--- config.mk ---
export PLATFORM = sky130hd
export DESIGN_NAME = rr_stream_mux
export DESIGN_NICKNAME = d
export VERILOG_FILES = /design/src/rtl/mux_pkg.sv /design/src/rtl/rr_arbiter.sv /design/src/rtl/rr_stream_mux.sv
export SDC_FILE = /design/constraint.sdc
export NUM_CORES = 1
export LEC_CHECK = 0
export CAP_MARGIN = 20
export CORE_AREA = 2 2 158 160
export CTS_BUF_LIST = sky130_fd_sc_hd__clkbuf_8
export DETAILED_ROUTE_END_ITERATION = 10
export DIE_AREA = 0 0 160 162
export PLACE_DENSITY_LB_ADDON = 0.12
export SLEW_MARGIN = 20
export SYNTH_ARGS = -nofsm -noshare
export SYNTH_HDL_FRONTEND = slang
export SYNTH_HIERARCHICAL = 1
export SYNTH_SLANG_ARGS = --single-unit
--- constraint.sdc ---
create_clock -name clk -period 9.6 [get_ports clk]
set_input_delay 1.92 -clock clk [delete_from_list [all_inputs] [get_ports clk]]
set_output_delay 1.92 -clock clk [all_outputs]
set_load 0.005 [all_outputs]
--- src/rtl/mux_pkg.sv ---
// Shared types and helpers for the stream mux.
// Holds the selection mode enum and select-width function.
package mux_pkg;

  typedef enum logic {
    MUX_FIXED = 1'b0,
    MUX_RR    = 1'b1
  } mux_mode_e;

  function automatic int sel_w(input int n);
    int w;
    w = $clog2(n);
    return (w < 1) ? 1 : w;
  endfunction

endpackage

--- src/rtl/rr_arbiter.sv ---
// Combinational round-robin arbiter.
// Grants the first requester at or above ptr, wrapping N-1 to 0.
module rr_arbiter
  import mux_pkg::*;
#(
  parameter  int N     = 5,
  localparam int SEL_W = sel_w(N)
) (
  input  logic [N-1:0]     req,
  input  logic [SEL_W-1:0] ptr,
  output logic [N-1:0]     gnt,
  output logic [SEL_W-1:0] index
);

  logic found;
  int   j;

  always_comb begin
    gnt   = '0;
    index = '0;
    found = 1'b0;
    j     = 0;
    for (int i = 0; i < N; i++) begin
      j = int'(ptr) + i;
      if (j >= N) j = j - N;
      if (!found && req[j]) begin
        found  = 1'b1;
        gnt[j] = 1'b1;
        index  = SEL_W'(j);
      end
    end
  end

endmodule

--- src/rtl/rr_stream_mux.sv ---
// N-to-1 valid/ready stream mux with a single output register.
// Channel picked by fixed select or round-robin pointer.
module rr_stream_mux
  import mux_pkg::*;
#(
  parameter  int        WIDTH = 64,
  parameter  int        N     = 5,
  parameter  mux_mode_e MODE  = MUX_RR,
  localparam int        SEL_W = sel_w(N)
) (
  input  logic                      clk,
  input  logic                      reset_n,
  input  logic [N-1:0]              in_valid,
  input  logic [N-1:0][WIDTH-1:0]   in_data,
  output logic [N-1:0]              in_ready,
  input  logic [SEL_W-1:0]          sel,
  output logic                      out_valid,
  output logic [WIDTH-1:0]          out_data,
  output logic [SEL_W-1:0]          out_src,
  input  logic                      out_ready,
  output logic                      sel_err
);

  logic             out_valid_q, out_valid_d;
  logic [WIDTH-1:0] out_data_q, out_data_d;
  logic [SEL_W-1:0] out_src_q, out_src_d;
  logic [SEL_W-1:0] ptr_q, ptr_d;

  logic             load_ok;
  logic [N-1:0]     arb_gnt;
  logic [SEL_W-1:0] arb_idx;
  logic [N-1:0]     rdy;
  logic [SEL_W-1:0] src_idx;
  logic             err_c;
  logic             in_xfer;
  logic             out_xfer;

  // Gating with reset_n keeps in_ready low while reset is held.
  assign load_ok = reset_n && (!out_valid_q || out_ready);

  rr_arbiter #(
    .N(N)
  ) u_arb (
    .req  (in_valid),
    .ptr  (ptr_q),
    .gnt  (arb_gnt),
    .index(arb_idx)
  );

  always_comb begin
    rdy     = '0;
    err_c   = 1'b0;
    src_idx = '0;
    if (MODE == MUX_FIXED) begin
      src_idx = sel;
      if (int'(sel) < N) rdy[sel] = load_ok;
      else               err_c    = load_ok;
    end else begin
      src_idx = arb_idx;
      rdy     = arb_gnt & {N{load_ok}};
    end
  end

  assign in_xfer  = |(rdy & in_valid);
  assign out_xfer = out_valid_q && out_ready;

  always_comb begin
    out_valid_d = out_valid_q;
    out_data_d  = out_data_q;
    out_src_d   = out_src_q;
    ptr_d       = ptr_q;
    if (in_xfer) begin
      out_valid_d = 1'b1;
      out_data_d  = in_data[src_idx];
      out_src_d   = src_idx;
    end else if (out_xfer) begin
      out_valid_d = 1'b0;
    end
    if (MODE == MUX_RR && in_xfer) begin
      ptr_d = (src_idx == SEL_W'(N - 1)) ? '0 : src_idx + 1'b1;
    end
  end

  always_ff @(posedge clk or negedge reset_n) begin
    if (!reset_n) begin
      out_valid_q <= 1'b0;
      out_data_q  <= '0;
      out_src_q   <= '0;
      ptr_q       <= '0;
    end else begin
      out_valid_q <= out_valid_d;
      out_data_q  <= out_data_d;
      out_src_q   <= out_src_d;
      ptr_q       <= ptr_d;
    end
  end

  assign in_ready  = rdy;
  assign out_valid = out_valid_q;
  assign out_data  = out_data_q;
  assign out_src   = out_src_q;
  assign sel_err   = err_c;

endmodule

==> flow_metrics.tcl, run 1 <==
set metrics [dict create \
    critPathRequiredTime_ps 7680 \
    synth_top_area_share_pct 26.0 \
    setup_viol 0 \
    ys_types 77 \
    synth_seq_cells 71 \
    core_um2 24100 \
    cts_hold_buf 0 \
    rows 57 \
    worst_pin_slew_ps 994 \
    synth_cells 782 \
    grt_usage_pct 21.8 \
    drc 0 \
    reg2reg_from "ptr_q[2]" \
    avgRoutedWirePerCell_um 20.0 \
    pin_count 405 \
    seq_area_frac_synth_pct 26.0 \
    grt_overflow 0 \
    final_nets 1480 \
    max_stage_delay_ps 650 \
    syn_nets 1127 \
    syn_area_per_cell_um2 8.73 \
    synth_edf_count 0 \
    post-route-min-period_ps 7190 \
    clock_skew_ps 9.58 \
    synthTopCellsByArea "dfrtp_1, mux2i_1, mux2_2, nor2_1, a221oi_1" \
    cp.arrival_ps 5270 \
    cts-root-buf "clkbuf_8" \
    tritoncts "built" \
    slowest_stage "clkdlybuf4s50_1" \
    grt_pass1_wl_um 43500 \
    max_freq_mhz 139 \
    vias 7305 \
    cp-startpoint "in_valid[0]" \
    startpoint_type "input port" \
    vias_per_cell 4.99 \
    run_status "finished clean" \
    synth_largest_area_cell "dfrtp_1" \
    insertion_delay_ps 370 \
    cp_max_fo 9 \
    hold_class "flop to flop" \
    n_fill_cell 2454 \
    rsz0062_at_grt "false" \
    antenna_cells 0 \
    port_buffers 400 \
    ant_nets 0 \
    die_w_um 160 \
    grt_antenna_before_repair 1 \
    synth_warnings 6 \
    drtPass1Iterations 5 \
    cts_setup_buffers 0 \
    htreeDepth 3 \
    hold_viol 0 \
    grt_pass1_vias 7214 \
    crit_chain "clkdlybuf4s50_1, nor2b_1, a211oi_1, o21ai_1, a22oi_1, o2111a_1, nor3b_4, nand4_1, nand4_1, and3_1, clkdlybuf4s50_1" \
    gp_congestion 0.873 \
    crit_path_end_kind "output pin" \
    routed_wl_um 29200 \
    drt-initial-drc-count 380 \
    maxSlewHeadroom_pct 33.7 \
    clk_pin_slew_ps 80 \
    syn2layout_area_growth_pct 62.4 \
    synthFlopType "dfrtp_1" \
    cap_violations 0 \
    postSynth.asyncResetShare_pct 100 \
    setup_tns_ps 0 \
    place_hpwl_um 22700 \
    initial_core_util_pct 28.3 \
    drive_above_1_share_pct 10.7 \
    dieHeight_um 162 \
    slew_viol_final 0 \
    die_area_um2 25900 \
    grt_max_degree 137 \
    cts_sinks 71 \
    cts-buffers-inserted 9 \
    syn_area_um2 6830 \
    cts_buffer_depth 2 \
    period_share_pct 74.8 \
    path_class "input port to output pin" \
    cts_resized 0 \
    worstHoldStart "out_src[0]" \
]
-- through the flow --
step | setup slack (ps) | area [um2] | util [%] | instances | hold WS, ps
3_3_place_gp | 2420 | 10900 | 45.3 | 1448 | 492
5_1_grt | 2150 | 11100 | 46.0 | 1464 | 532
2_1_floorplan | 3940 | 6830 | - | 782 | 505
6_report | 2410 | 11100 | 46.0 | 1464 | 515
4_1_cts | 2410 | 11100 | 46.0 | 1464 | 521
3_5_place_dp | 2430 | 10900 | 45.3 | 1448 | 500
-- synth_stat cells, drive strengths merged, types with 3 or more instances --
cell type	number
nand3	9
mux2	68
buf	52
a22oi	4
inv	18
xor2	3
a31o	3
o22ai	3
a221oi	62
clkbuf	13
nand2b	10
a21oi	86
nor4	3
and3	8
o211ai	4
nor2b	6
a22o	3
xnor2	4
o21ai	20
mux2i	77
a31oi	6
dfrtp	71
nor2	149
o31ai	3
nor3	12
and2b	3
nor3b	3
or2	4
o221ai	4
nand2	19
ha	13
a211oi	6
-- registers in the layout, indices dropped and copies added, names as in the netlist --
name       flops
out_src        3
ptr_q          3
out_valid      1
out_data      64
-- critical path, delay by kind of cell --
kind / cells / cell delay [ps]
and+or+nand+nor: 5 / 1120
buffers and inverters: 2 / 1150
AOI/OAI and AO/OA: 4 / 1050
-- per-layer routing --
layer  GRT usage (%)  vias to the layer above  routed length, um
met2            39.2                      225              15300
met1            26.8                     3451              12000
met3            4.21                       21               1460
met4            5.49                        0                471
li1                -                     3608                  -
met5               0                        -                  0
-- cell usage in the layout, fill, tap and decap left out, types with 12 or more instances in the layout --
master	n
nand2_1	19
mux2_2	51
dfrtp_1	71
inv_1	16
mux2_4	16
nor2_1	147
a21oi_1	84
a221oi_1	57
nor3_1	12
clkdlybuf4s50_1	399
ha_1	13
o21ai_0	16
mux2i_1	76
-- cell families after synthesis --
group,after synthesis,synth area share [%]
mux,145,23.4
compound gates,223,23.4
simple gates,238,16.3
other cells,1,0.0549
buf+inv,83,7.13
xor+xnor,7,1.01
flops,71,26.0
fa+ha+maj,14,2.68
-- final timing paths --
kind | cells past startpoint | to | slack (ps)
max in group asynchronous | 1 | out_data[4] | 7510
min in group asynchronous | 1 | out_data[37] | 1590
setup reg to reg | 15 | out_data[1] | 3290
hold reg to reg | 1 | out_src[0] | 510
hold / removal | 1 | out_src[0] | 510
setup / recovery | 11 | in_ready[4] | 2410
-- area by class of cell --
| type | count | area [um2] | area share, % |
|---|---|---|---|
| clock buffers | 9 | 124 | 1.12 |
| clock inverters | 7 | 47.5 | 0.429 |
| inverters | 18 | 67.6 | 0.609 |
| multi-input cells | 628 | 4600 | 41.5 |
| flip-flops and latches | 71 | 1780 | 16.0 |
| well taps | 324 | 405 | 3.66 |
| repair buffers | 407 | 4070 | 36.7 |
Power of run 1 is left out: the tool's default activity adds up to more than one toggle a clock period on the data nets, which glitch-free logic cannot reach.
==> run 2, diff against run 1 <==
--- a/config.mk
+++ b/config.mk
@@ -6,10 +6,10 @@
 export NUM_CORES = 1
 export LEC_CHECK = 0
 export CAP_MARGIN = 20
-export CORE_AREA = 2 2 158 160
+export CORE_AREA = 2 2 157 159
 export CTS_BUF_LIST = sky130_fd_sc_hd__clkbuf_8
 export DETAILED_ROUTE_END_ITERATION = 10
-export DIE_AREA = 0 0 160 162
+export DIE_AREA = 0 0 159 161
 export PLACE_DENSITY_LB_ADDON = 0.12
 export SLEW_MARGIN = 20
 export SYNTH_ARGS = -nofsm -noshare
==> constraint.sdc (replaced) <==
create_clock -name clk -period 7.48 [get_ports clk]
set_input_delay 1.496 -clock clk [delete_from_list [all_inputs] [get_ports clk]]
set_output_delay 1.496 -clock clk [all_outputs]
set_load 0.005 [all_outputs]
==> run 2 against run 1 <==
Effect of this change: non-clock buffer count up 7; routed wire length shrank 1.5%; worst setup slack got worse by 1400 ps; final area up 0.60%; critical endpoint is now in_ready[1]; highest routed layer unchanged.
==> flow_metrics.tcl, run 2 (synthesized netlist as in run 1, its figures left out) <==
set metrics [dict create \
    worst_pin_slew_ps 812 \
    syn2layout_area_growth_pct 63.4 \
    mostFrequentLayoutCells "clkdlybuf4s50_1, nor2_1, a21oi_1" \
    worstHoldStart "out_src[1]" \
    post-route-min-period_ps 6450 \
    grt_overflow 0 \
    cts_setup_buffers 0 \
    grt_pass1_wl_um 43300 \
    cp.arrival_ps 4960 \
    reg2reg_from "ptr_q[1]" \
    htreeDepth 3 \
    core_um2 24000 \
    period_share_pct 86.3 \
    pin_count 405 \
    die_w_um 159 \
    grt_usage_pct 21.8 \
    setup_viol 0 \
    avgRoutedWirePerCell_um 19.6 \
    dieHeight_um 161 \
    fin_area_um2 11200 \
    drive_above_1_share_pct 11.2 \
    drc 0 \
    drtPass1Iterations 5 \
    rows 57 \
    cts_hold_buf 0 \
    drt-initial-drc-count 408 \
    largest_reg_flops 64 \
    rrSetupSlack_ps 1830 \
    hold_end "out_src[1]" \
    slew_viol_final 0 \
    cp-startpoint "ptr_q[2]" \
    vias_per_cell 5.04 \
    vias 7419 \
    cp_max_fo 23 \
    cts_buffer_depth 2 \
    grt_pass1_vias 7280 \
    whs_path_depth 1 \
    grt_antenna_before_repair 1 \
    path_class "flop to output pin" \
    cts_sinks 71 \
    run_status "finished clean" \
    gp_congestion 0.851 \
    cts-root-buf "clkbuf_8" \
    tritoncts "built" \
    maxSlewHeadroom_pct 45.4 \
    setup_tns_ps 0 \
    placed_cell_area_um2 11000 \
    cts_resized 0 \
    cap_violations 0 \
    insertion_delay_ps 360 \
    ff2ff_path_depth 15 \
    r2r_end "out_data[42]" \
    rsz0062_at_grt "false" \
    grt_max_degree 83 \
    crit_path_end_kind "output pin" \
    cts-buffers-inserted 9 \
    clock_skew_ps 10.4 \
    hold_class "flop to flop" \
    n_fill_cell 2466 \
    clk_pin_slew_ps 90 \
    layout_commonest_cell "clkdlybuf4s50_1" \
    critPathRequiredTime_ps 5980 \
    die_area_um2 25600 \
    ant_nets 0 \
    hold_viol 0 \
    port_buffers 400 \
    final_nets 1487 \
    initial_core_util_pct 28.5 \
    max_freq_mhz 155 \
    routed_wl_um 28800 \
    place_hpwl_um 22600 \
    startpoint_type "flop" \
]
[run 2: area by class of cell]
class                   instances  area, um2  share of cell area, %
flip-flops and latches         71       1780                   15.9
multi-input cells             628       4600                   41.2
inverters                      18       67.6                  0.606
clock buffers                   9        124                   1.11
well taps                     324        405                   3.63
repair buffers                414       4120                   36.9
diodes                          1       2.50                 0.0224
clock inverters                 7       62.6                  0.561
[run 2: worst max path at each step]
| stage | end | depth (start not counted) |
|---|---|---|
| final | in_ready[1] | 12 |
| after global routing | in_ready[1] | 12 |
| after CTS | in_ready[1] | 12 |
| after detailed placement | in_ready[1] | 11 |
| after global placement | in_ready[1] | 11 |
| after floorplan | in_ready[1] | 9 |
[run 2: per-layer routing]
layer | wire [um] | up-vias | track usage, % | share of wire, %
met4 | 532 | 0 | 5.83 | 1.8
li1 | - | 3625 | - | -
met3 | 1520 | 32 | 4.55 | 5.3
met2 | 14900 | 253 | 38.8 | 52
met5 | 0 | - | 0 | 0
met1 | 11900 | 3509 | 26.7 | 41
[run 2: through the flow]
stage          hold WS [ps]  setup WS, ps  utilization (%)  cells
3_3_place_gp            490          1180             45.8   1455
2_1_floorplan           505          2670                -    782
3_5_place_dp            496          1210             45.8   1455
6_report                512          1030             46.6   1472
4_1_cts                 517           997             46.5   1471
5_1_grt                 533           624             46.6   1472
[run 2: critical path, stage by stage (launching register included)]
cell             delay (ps)
dfrtp_1                 860
inv_1                   370
ha_1                    460
a211oi_1                310
mux2i_1                 600
nor3_1                  130
o21ai_2                 200
o221ai_4                190
and4b_4                 280
a311oi_1                380
o211ai_1                180
and3_1                  210
clkdlybuf4s50_1         440
Power of run 2 is left out for the same reason.
==> run 3, diff against run 2 <==
--- a/config.mk
+++ b/config.mk
@@ -10,6 +10,7 @@
 export CTS_BUF_LIST = sky130_fd_sc_hd__clkbuf_8
 export DETAILED_ROUTE_END_ITERATION = 10
 export DIE_AREA = 0 0 159 161
+export GPL_TIMING_DRIVEN = 0
 export PLACE_DENSITY_LB_ADDON = 0.12
 export SLEW_MARGIN = 20
 export SYNTH_ARGS = -nofsm -noshare
==> run 3 against run 2 <==
Effect of this change: core utilization is 1.2 points higher; clock-buffer cell count unchanged; sequential share of layout area is 0.39 points lower; clock skew about the same; fmax rose by 2.3%; first-iteration DRC count is 11% higher; final cell count is 3.4% higher; register-to-register slack gained 440 ps; via count grew 3.1%.
==> flow_metrics.tcl, run 3 (synthesized netlist as in run 1, its figures left out) <==
set metrics [dict create \
    worst_pin_slew_ps 646 \
    dieHeight_um 161 \
    preCtsSetupSlack_ps 1200 \
    final_nets 1539 \
    slew_viol_final 0 \
    cts_sinks 71 \
    grt_overflow 0 \
    drt-initial-drc-count 453 \
    syn2layout_area_growth_pct 67.4 \
    run_status "finished clean" \
    path_class "input port to output pin" \
    ant_nets 0 \
    rows 57 \
    finalHoldWorstSlack_ps 512 \
    cts_buffer_depth 2 \
    grt_antenna_before_repair 0 \
    critPathRequiredTime_ps 5980 \
    fin_cells 1522 \
    drive_above_1_share_pct 13.4 \
    vias 7651 \
    layout_commonest_cell "clkdlybuf4s50_1" \
    dp.cells 1507 \
    port_buffers 400 \
    grt_pass1_wl_um 46700 \
    n_fill_cell 2442 \
    insertion_delay_ps 360 \
    initial_core_util_pct 28.5 \
    routed_wl_um 31700 \
    largest_reg_flops 64 \
    vias_per_cell 5.03 \
    gp_congestion 0.892 \
    cts-root-buf "clkbuf_8" \
    setup_tns_ps 0 \
    period_share_pct 84.4 \
    crit_path_end_kind "output pin" \
    cts-buffers-inserted 9 \
    setup_viol 0 \
    pin_count 405 \
    rsz0062_at_grt "false" \
    cts_hold_buf 0 \
    cp.arrival_ps 4810 \
    cp_max_fo 8 \
    hold_class "flop to flop" \
    htreeDepth 3 \
    tritoncts "built" \
    antenna_cells 0 \
    die_area_um2 25600 \
    hold_viol 0 \
    clk_pin_slew_ps 80 \
    startpoint_type "input port" \
    clock_skew_ps 10.1 \
    die_w_um 159 \
    maxSlewHeadroom_pct 55.7 \
    drc 0 \
    grt_usage_pct 23.9 \
    place_hpwl_um 26000 \
    setup_ws_ps 1170 \
    mostFrequentLayoutCells "clkdlybuf4s50_1, nor2_1, a21oi_1" \
    max_freq_mhz 158 \
    avgRoutedWirePerCell_um 20.8 \
    core_um2 24000 \
    drtPass1Iterations 5 \
    cts_setup_buffers 0 \
    cts_resized 0 \
    cap_violations 0 \
    grt_pass1_vias 7831 \
    grt_max_degree 42 \
    post-route-min-period_ps 6310 \
]
-- run 3: changes by cell type in the layout (fill, tap and decap cells not counted), moves of 2 or more --
cell	previous run	this run
buf_2	0	26
buf_6	0	13
clkbuf_1	0	13
clkinv_2	0	2
clkinvlp_4	3	1
inv_1	16	18
inv_6	2	0
inv_8	2	0
-- run 3: worst max-delay path: stages --
cell	delay (ps)
clkdlybuf4s50_1	620
or3_1	430
o21ai_0	80
a221oi_1	110
a22oi_1	430
o2111a_1	280
nor3b_4	340
nand2_1	80
o211ai_1	250
and3_1	190
clkdlybuf4s50_1	500
-- run 3: per-layer routing --
metal,share of wire [%],routed length [um],global-route usage (%)
met1,42,13200,29.5
met2,51,16200,42.4
met3,5.6,1790,5.01
met4,1.8,580,6.12
met5,0,0,0
-- run 3: area by class of cell --
class                           instances  area, um2  share of cell area [%]
Timing Repair Buffer                  401       4020                    35.2
Clock inverter                          6       55.1                   0.481
Tap cell                              324        405                    3.55
Multi-Input combinational cell        628       4570                    39.9
Inverter                               18       67.6                   0.591
Sequential cell                        71       1780                    15.5
Clock buffer                            9        124                    1.08
Buffer                                 65        419                    3.67
-- run 3: path summary, 6_finish.rpt --
check / slack, ps / from / depth (start not counted) / endpoint
max in group asynchronous: 5790 / reset_n / 2 / out_data[59]
worst min-delay path: 510 / out_src[0] / 1 / out_src[0]
worst max-delay path: 1170 / in_valid[1] / 11 / in_ready[1]
worst max register to register: 2270 / ptr_q[0] / 18 / out_data[50]
min in group asynchronous: 1080 / reset_n / 1 / out_data[31]
worst min register to register: 510 / out_src[0] / 1 / out_src[0]
-- run 3: stage by stage --
stage               instance area, um2  util [%]
floorplan                         6830         -
global placement                 11200      46.9
detailed placement               11300      47.0
CTS                              11400      47.7
global route                     11400      47.7
finish                           11400      47.7
Power of run 3 is left out for the same reason.
